**src/rtl/matrix_row_tx.sv**
```systemverilog
// -----------------------------------------------------------------------------
// matrix_row_tx
//
// Sends a captured 6x6 binary matrix out on an 8-bit bus, one row per beat,
// followed by a summary beat carrying the population count of the matrix.
// Every beat is qualified by a strobe and completes on a valid/ready handshake.
// The matrix is copied into a shadow register on start, so the source may
// change freely while a frame is in flight.
//
// Parameters:
//   GAP_CYCLES   idle (strobe-low) cycles inserted between row beats (0..15)
//   STALL_LIMIT  consecutive stalled cycles before a beat is abandoned
//                (0 = wait forever, 1..255)
//
// Ports:
//   clk        in   1  rising-edge clock
//   rst_n_n    in   1  synchronous reset, active high
//   start      in   1  capture matrix_in and send a frame (accepted when idle)
//   matrix_in  in  36  row-major matrix, row i bit j = matrix_in[6*i+j]
//   tx_ready   in   1  downstream accepts the beat at an edge with strobe high
//   uo_out     out  8  [5:0] payload, [6] strobe, [7] summary-beat flag
//   busy       out  1  a frame is in progress
//   done       out  1  one-cycle pulse after the summary beat is accepted
//   err        out  1  one-cycle pulse after a stall abort
// -----------------------------------------------------------------------------
module matrix_row_tx #(
  parameter int unsigned GAP_CYCLES  = 0,
  parameter int unsigned STALL_LIMIT = 0
) (
  input  logic        clk,
  input  logic        rst_n_n,
  input  logic        start,
  input  logic [35:0] matrix_in,
  input  logic        tx_ready,
  output logic [7:0]  uo_out,
  output logic        busy,
  output logic        done,
  output logic        err
);

  typedef enum logic [1:0] {
    S_IDLE,
    S_SEND,
    S_GAP,
    S_SUM
  } state_t;

  // Last value of each down/up counter; only meaningful when the feature is on.
  localparam logic [3:0] GAP_LAST   = 4'(GAP_CYCLES - 1);
  localparam logic [7:0] STALL_LAST = 8'(STALL_LIMIT - 1);
  localparam bit         GAP_EN     = (GAP_CYCLES != 0);
  localparam bit         STALL_EN   = (STALL_LIMIT != 0);

  state_t      r_state, w_state_nxt;
  logic [35:0] r_shadow;
  logic [5:0]  r_pop;
  logic [2:0]  r_idx, w_idx_nxt;
  logic [3:0]  r_gap, w_gap_nxt;
  logic [7:0]  r_stall, w_stall_nxt;
  logic        r_done, w_done_nxt;
  logic        r_err, w_err_nxt;
  logic        w_load;
  logic        w_strobe;
  logic [5:0]  w_row;
  logic [5:0]  w_pop;

  function automatic logic [5:0] popcount36(input logic [35:0] v);
    logic [5:0] cnt;
    cnt = '0;
    for (int k = 0; k < 36; k++) begin
      cnt = cnt + {5'b0, v[k]};
    end
    return cnt;
  endfunction

  assign w_pop    = popcount36(matrix_in);
  assign w_strobe = (r_state == S_SEND) || (r_state == S_SUM);
  assign busy     = (r_state != S_IDLE);
  assign done     = r_done;
  assign err      = r_err;

  // Row selector for the current beat.
  always_comb begin
    w_row = '0;
    case (r_idx)
      3'd0:    w_row = r_shadow[5:0];
      3'd1:    w_row = r_shadow[11:6];
      3'd2:    w_row = r_shadow[17:12];
      3'd3:    w_row = r_shadow[23:18];
      3'd4:    w_row = r_shadow[29:24];
      3'd5:    w_row = r_shadow[35:30];
      default: w_row = '0;
    endcase
  end

  // NOTE: every signal driven here gets a default first, so no path through
  // the case/if tree leaves one unassigned and no latch is inferred.
  always_comb begin
    w_state_nxt = r_state;
    w_idx_nxt   = r_idx;
    w_gap_nxt   = r_gap;
    w_stall_nxt = r_stall;
    w_done_nxt  = 1'b0;
    w_err_nxt   = 1'b0;
    w_load      = 1'b0;
    uo_out      = 8'h00;

    case (r_state)
      S_IDLE: begin
        if (start) begin
          w_load      = 1'b1;
          w_idx_nxt   = '0;
          w_stall_nxt = '0;
          w_state_nxt = S_SEND;
        end
      end

      S_SEND: begin
        uo_out = {2'b01, w_row};
        if (tx_ready) begin
          if (r_idx == 3'd5) begin
            w_state_nxt = S_SUM;
          end else begin
            w_idx_nxt = r_idx + 3'd1;
            if (GAP_EN) begin
              w_gap_nxt   = GAP_LAST;
              w_state_nxt = S_GAP;
            end
          end
        end
      end

      // r_gap counts down to zero, giving exactly GAP_CYCLES idle cycles.
      S_GAP: begin
        if (r_gap == 4'd0) begin
          w_state_nxt = S_SEND;
        end else begin
          w_gap_nxt = r_gap - 4'd1;
        end
      end

      S_SUM: begin
        uo_out = {2'b11, r_pop};
        if (tx_ready) begin
          w_state_nxt = S_IDLE;
          w_done_nxt  = 1'b1;
        end
      end

      default: w_state_nxt = S_IDLE;
    endcase

    // Stall supervision applies to any strobe-high beat. The abort fires on
    // the edge at which the count would reach STALL_LIMIT.
    if (w_strobe) begin
      if (tx_ready) begin
        w_stall_nxt = '0;
      end else if (STALL_EN) begin
        if (r_stall == STALL_LAST) begin
          w_stall_nxt = '0;
          w_err_nxt   = 1'b1;
          w_state_nxt = S_IDLE;
        end else begin
          w_stall_nxt = r_stall + 8'd1;
        end
      end
    end
  end

  // NOTE: state registers use non-blocking assignments so every flop samples
  // the pre-edge value of its neighbours, independent of statement order.
  always_ff @(posedge clk) begin
    if (rst_n_n) begin
      r_state <= S_IDLE;
      // NOTE: the shadow register is cleared on reset so no stale matrix
      // survives an abandoned frame; it is a plain register, not a RAM.
      r_shadow <= '0;
      r_pop    <= '0;
      r_idx    <= '0;
      r_gap    <= '0;
      r_stall  <= '0;
      r_done   <= 1'b0;
      r_err    <= 1'b0;
    end else begin
      r_state <= w_state_nxt;
      r_idx   <= w_idx_nxt;
      r_gap   <= w_gap_nxt;
      r_stall <= w_stall_nxt;
      r_done  <= w_done_nxt;
      r_err   <= w_err_nxt;
      if (w_load) begin
        r_shadow <= matrix_in;
        r_pop    <= w_pop;
      end
    end
  end

endmodule

```
**config.mk**
```make
export PLATFORM = sky130hd
export DESIGN_NAME = matrix_row_tx
export DESIGN_NICKNAME = d
export VERILOG_FILES = /design/src/rtl/matrix_row_tx.sv
export SDC_FILE = /design/constraint.sdc
export NUM_CORES = 1
export LEC_CHECK = 0
export ABC_AREA = 1
export BUFFER_PORTS_ARGS = -buffer_cell sky130_fd_sc_hd__clkbuf_2
export CORE_MARGIN = 3
export CORE_UTILIZATION = 45
export DETAILED_ROUTE_END_ITERATION = 8
export GPL_ROUTABILITY_DRIVEN = 0
export GPL_TIMING_DRIVEN = 0
export PLACE_DENSITY = 0.66
export SETUP_SLACK_MARGIN = 0.2
export SLEW_MARGIN = 20
export SYNTH_ARGS = -nofsm -noshare
export SYNTH_HDL_FRONTEND = slang
export SYNTH_SLANG_ARGS = --single-unit
export TNS_END_PERCENT = 30
```
**constraint.sdc**
```tcl
create_clock -name clk -period 5.3 [get_ports clk]
set_input_delay 0.53 -clock clk [delete_from_list [all_inputs] [get_ports clk]]
set_output_delay 0.53 -clock clk [all_outputs]
set_load 0.01 [all_outputs]
```
-- After elaboration in Yosys (flattened, before gate mapping)
Cells that the tools add are included.
Widths: inputs -> output; s select.
- output and inout port bits: 11
- flip-flop bits (word level): 52
- eq/ne operators: 14
- add/subtract/negate cells: 37
- muxes and demuxes: 15
- reduce and logical (&&, ||, !) cells: 9
- bitwise gates (word level): 2
- operator list (cell ; number):
    $add 6x1->6 ; 30
    $pmux 6 s6 ; 1
    $pmux 8 s2 ; 1
    $mux 2 ; 5
    $ne 2x2->1 const B ; 5
    $mux 3 ; 3
    $pmux 2 s4 ; 1
    $add 5x1->6 ; 1
    $eq 3x2->1 const B ; 2
    $eq 3x3->1 const B ; 2
    $pmux 3 s2 ; 1
    $add 4x1->5 ; 1
    $reduce_and 5->1 ; 1
    $add 3x1->4 ; 1
    $eq 2x2->1 const B ; 2
    $logic_not 4->1 ; 1
    $reduce_and 4->1 ; 1
    $reduce_bool 2->1 ; 2
    $sub 4x1->4 const B ; 1
    $add 2x1->3 ; 1
    $add 3x1->3 const B ; 1
    $eq 3x1->1 const B ; 1
    $logic_not 3->1 ; 1
    $mux 1 ; 3
    other kinds (7) ; 8

-- Depth between registers and ports, before layout
- depth after elaboration: 35
- gate-level depth with buffers: 20
- gate-level depth less buffers: 20

-- Worst setup path after synthesis
No wires, ideal clock.
- kind: input to register
- start point: input matrix_in[11]
- end point: register r_pop[4]
- arrival time: 4.519 ns
- required time: 5.182 ns
- path buffers: 0
- library setup time: 0.118 ns
- slack: 0.663 ns
- stages: 16
- path through: inv_1 -> fa_1 -> inv_1 -> fa_1 -> inv_1 -> fa_1 -> fa_1 -> fa_1 -> fa_1 -> inv_1 -> ha_1 -> inv_1 -> fa_1 -> o21a_1 -> nor3_1 -> nor2_1
- longest elaborated chain between the ends: 25
- ends and longest elaborated chain (element ; RTL line ; text):
    from (decl) ; 33 ; input logic [35:0] matrix_in,
    $add 6x1->6 (25 in series) ; 71 ; cnt = cnt + {5'b0, v[k]};
    to (signal assigned) ; 193 ; r_pop <= w_pop;
    to (decl) ; 56 ; logic [5:0] r_pop;
Every way passes these cells.
A chain may end at the register's enable or synchronous reset.

-- Worst setup path after layout
Same ends and word-level chain as after synthesis.

==> run metrics <==
initial drt markers roughly 120; cts bufs inserted 5; DIE AREA roughly 8400 um2; RSZ-0062 raised after global routing false; Seq pwr share 25.5%; IR drop worst, VDD 0.354 mV; Placed Cells incl. Taps 588; dominant synthesized flop cell dfxtp_1; Hold Violations, Final 0; Fmax 213 MHz; initial antenna violation count 0; Sw Ratio 45.3%; Synth cell types 23; Synth-to-Final Area Change 14.8%; largest net degree at the start of global routing 17; Synth area leaders dfxtp_1, fa_1, nand2_1; Final ANT Viol Nets 0; Critical Path RT 5.51 ns; Cell Count, Final, Fillers Out 596; EDFF count, synth 0; die height 91.5 um; fill cell count slightly above 700; initial core utilization 47.3%; status completed; Synth top cells by count nand2_1, inv_1, dfxtp_1; Critical Path AT 4.91 ns; clk sinks 52; clk_skew 0.00322 ns; post-DR wirelength/cell 13.5 um; max_slew headroom 66.3%; crit share post-route about nine tenths; register area share after synthesis 31.7%; P_leak 2.00 nW; core area 6940 um2; Rows 30; CP Max Fanout 2; vias in the first global route 2894; GR Util All Layers 20.3%; Yosys reg bits 52; cts repair resizes 0; critical path class in2reg; n_diodes 0; Vias/cell 4.86; post-layout min period about 4.7 ns; clock power share 13.8%; total number of vias 2894; met2 wire length between 3 and 4 mm; cells after synthesis approximately 440; Post-Syn Area 3290 um2; Final Max Tran Viols 0; DPL Wire Length between 6 and 7 mm; # DRC 0; IO Port Bufs between 40 and 50; Internal 1.15 mW; post-synthesis async set-or-reset flop share 0%; syn avg cell area approximately 7.4 um2; CP Capture Type flip-flop; highest metal used met4; clk root buf clkbuf_8; TNS Setup 0 ns; die width 91.5 um; global-route wire length before repair 13.5 mm; clock transition at the registers of the reported paths around 0.090 ns; number of hold-repair buffers added at the cts stage 0; power per cell area 559 nW/um2; H-tree level count 2; DRT Wirelength 8.05 mm; share of layout cells above drive strength 1 15.0%; area leader, netlist dfxtp_1; Yosys warning count 0; TritonCTS clock tree built; Nets 581; Bufs on Longest Clock Path 2; met3 wire len 352 um; Ports 51; postcts setup bufs 0; Power Total 2.11 mW; WL met1 3.85 mm; Yosys top cell area share about a third; switching power 0.956 mW; Comb pwr share 60.7%; Skew-Pair Late Insertion Delay 0.31 ns; worst-margin pin slew between 0.5 and 0.6 ns; final setup vio count 0; most common cell in the netlist nand2_1; MaxCap Viol Count 0; drt pass-1 iters 5; CP startpoint kind primary input; synthesized net count ~530; hold crit path type in2reg; GR Overflow Total 0
-- area by class of cell --
cell class / instances / area [um2] / share of cell area [%]
tap: 96 / 120 / 3.18
sequential: 52 / 1040 / 27.6
buffer: 17 / 92.6 / 2.45
inverter: 86 / 323 / 8.55
clock inverter: 2 / 38.8 / 1.03
clock buffer: 6 / 82.6 / 2.19
timing repair buffer: 49 / 245 / 6.50
multi-input combinational: 288 / 1830 / 48.5
-- power groups by stage --
| stage | Sequential (mW) | Clock (mW) | Combinational [mW] |
|---|---|---|---|
| after floorplan | 0.530 | 0 | 0.967 |
| after global placement | 0.544 | 0 | 1.26 |
| after detailed placement | 0.545 | 0 | 1.29 |
| after CTS | 0.538 | 0.295 | 1.30 |
| after global routing | 0.549 | 0.309 | 1.48 |
| final | 0.539 | 0.291 | 1.28 |
-- sequential cells by signal, summed over array words and instances (netlist names) --
signal,flops
r_gap,4
r_idx,3
r_state,2
done,1
r_shadow,36
r_pop,6
-- worst max-delay path, stage by stage --
cell	delay, ns
clkbuf_2	0.07
inv_1	0.06
fa_1	0.54
inv_1	0.08
fa_1	0.51
inv_1	0.06
fa_1	0.47
fa_1	0.52
fa_1	0.54
fa_1	0.41
inv_1	0.06
ha_1	0.16
inv_1	0.05
fa_1	0.39
o21a_1	0.24
nor3_1	0.14
nor2_1	0.06
-- final timing paths --
| kind | from | endpoint | slack (ns) | cells after the start |
|---|---|---|---|---|
| hold / removal | rst_n_n | r_pop[5] | 0.46 | 2 |
| hold reg to reg | r_pop[5] | r_pop[5] | 0.48 | 2 |
| setup / recovery | matrix_in[11] | r_pop[4] | 0.60 | 17 |
| setup reg to reg | r_idx[1] | r_idx[0] | 3.78 | 9 |
-- cells by family (layout without fill, tap and decap cells) --
logic type               after synthesis  count (layout)  synth area share (%)
AND/OR/NAND/NOR                      160             160                  20.1
buffers and inverters                103             160                  12.6
AO/OA/AOI/OAI                         84              84                  12.9
adder cells (fa/ha/maj)               42              42                  22.4
flip-flops                            52              52                  31.7
XOR/XNOR                               1               1                 0.267
other                                  1               1                 0.114
-- layout by cell type (no fill, tap or decap), drive strengths merged --
cell type / netlist / layout
nand3b: 1 / 1
buf: 13 / 13
conb: 1 / 1
clkinv: 0 / 1
nand4: 4 / 4
dfxtp: 52 / 52
bufinv: 0 / 1
fa: 28 / 28
xor2: 1 / 1
nor2: 44 / 44
o21a: 1 / 1
nand3: 12 / 12
inv: 86 / 86
ha: 14 / 14
nor3: 3 / 3
or2: 1 / 1
o21ai: 43 / 43
a21oi: 40 / 40
nand2: 95 / 95
clkbuf: 4 / 59
-- per-layer routing --
| layer | up-vias | global-route usage [%] |
|---|---|---|
| li1 | 1462 | - |
| met1 | 1344 | 27.1 |
| met2 | 75 | 34.4 |
| met3 | 13 | 3.73 |
| met4 | 0 | 3.89 |
| met5 | - | 0 |
-- metrics by stage --
step           hold WS (ns)  area, um2  utilization [%]  worst slack, ns
3_5_place_dp          0.470       3650             52.6            0.260
6_report              0.456       3770             54.3            0.602
3_3_place_gp          0.464       3650             52.6            0.315
2_1_floorplan         0.438       3290                -            0.663
5_1_grt               0.456       3770             54.3            0.393
4_1_cts               0.455       3770             54.3            0.577
No activity file was read; power rests on OpenSTA's default activity.
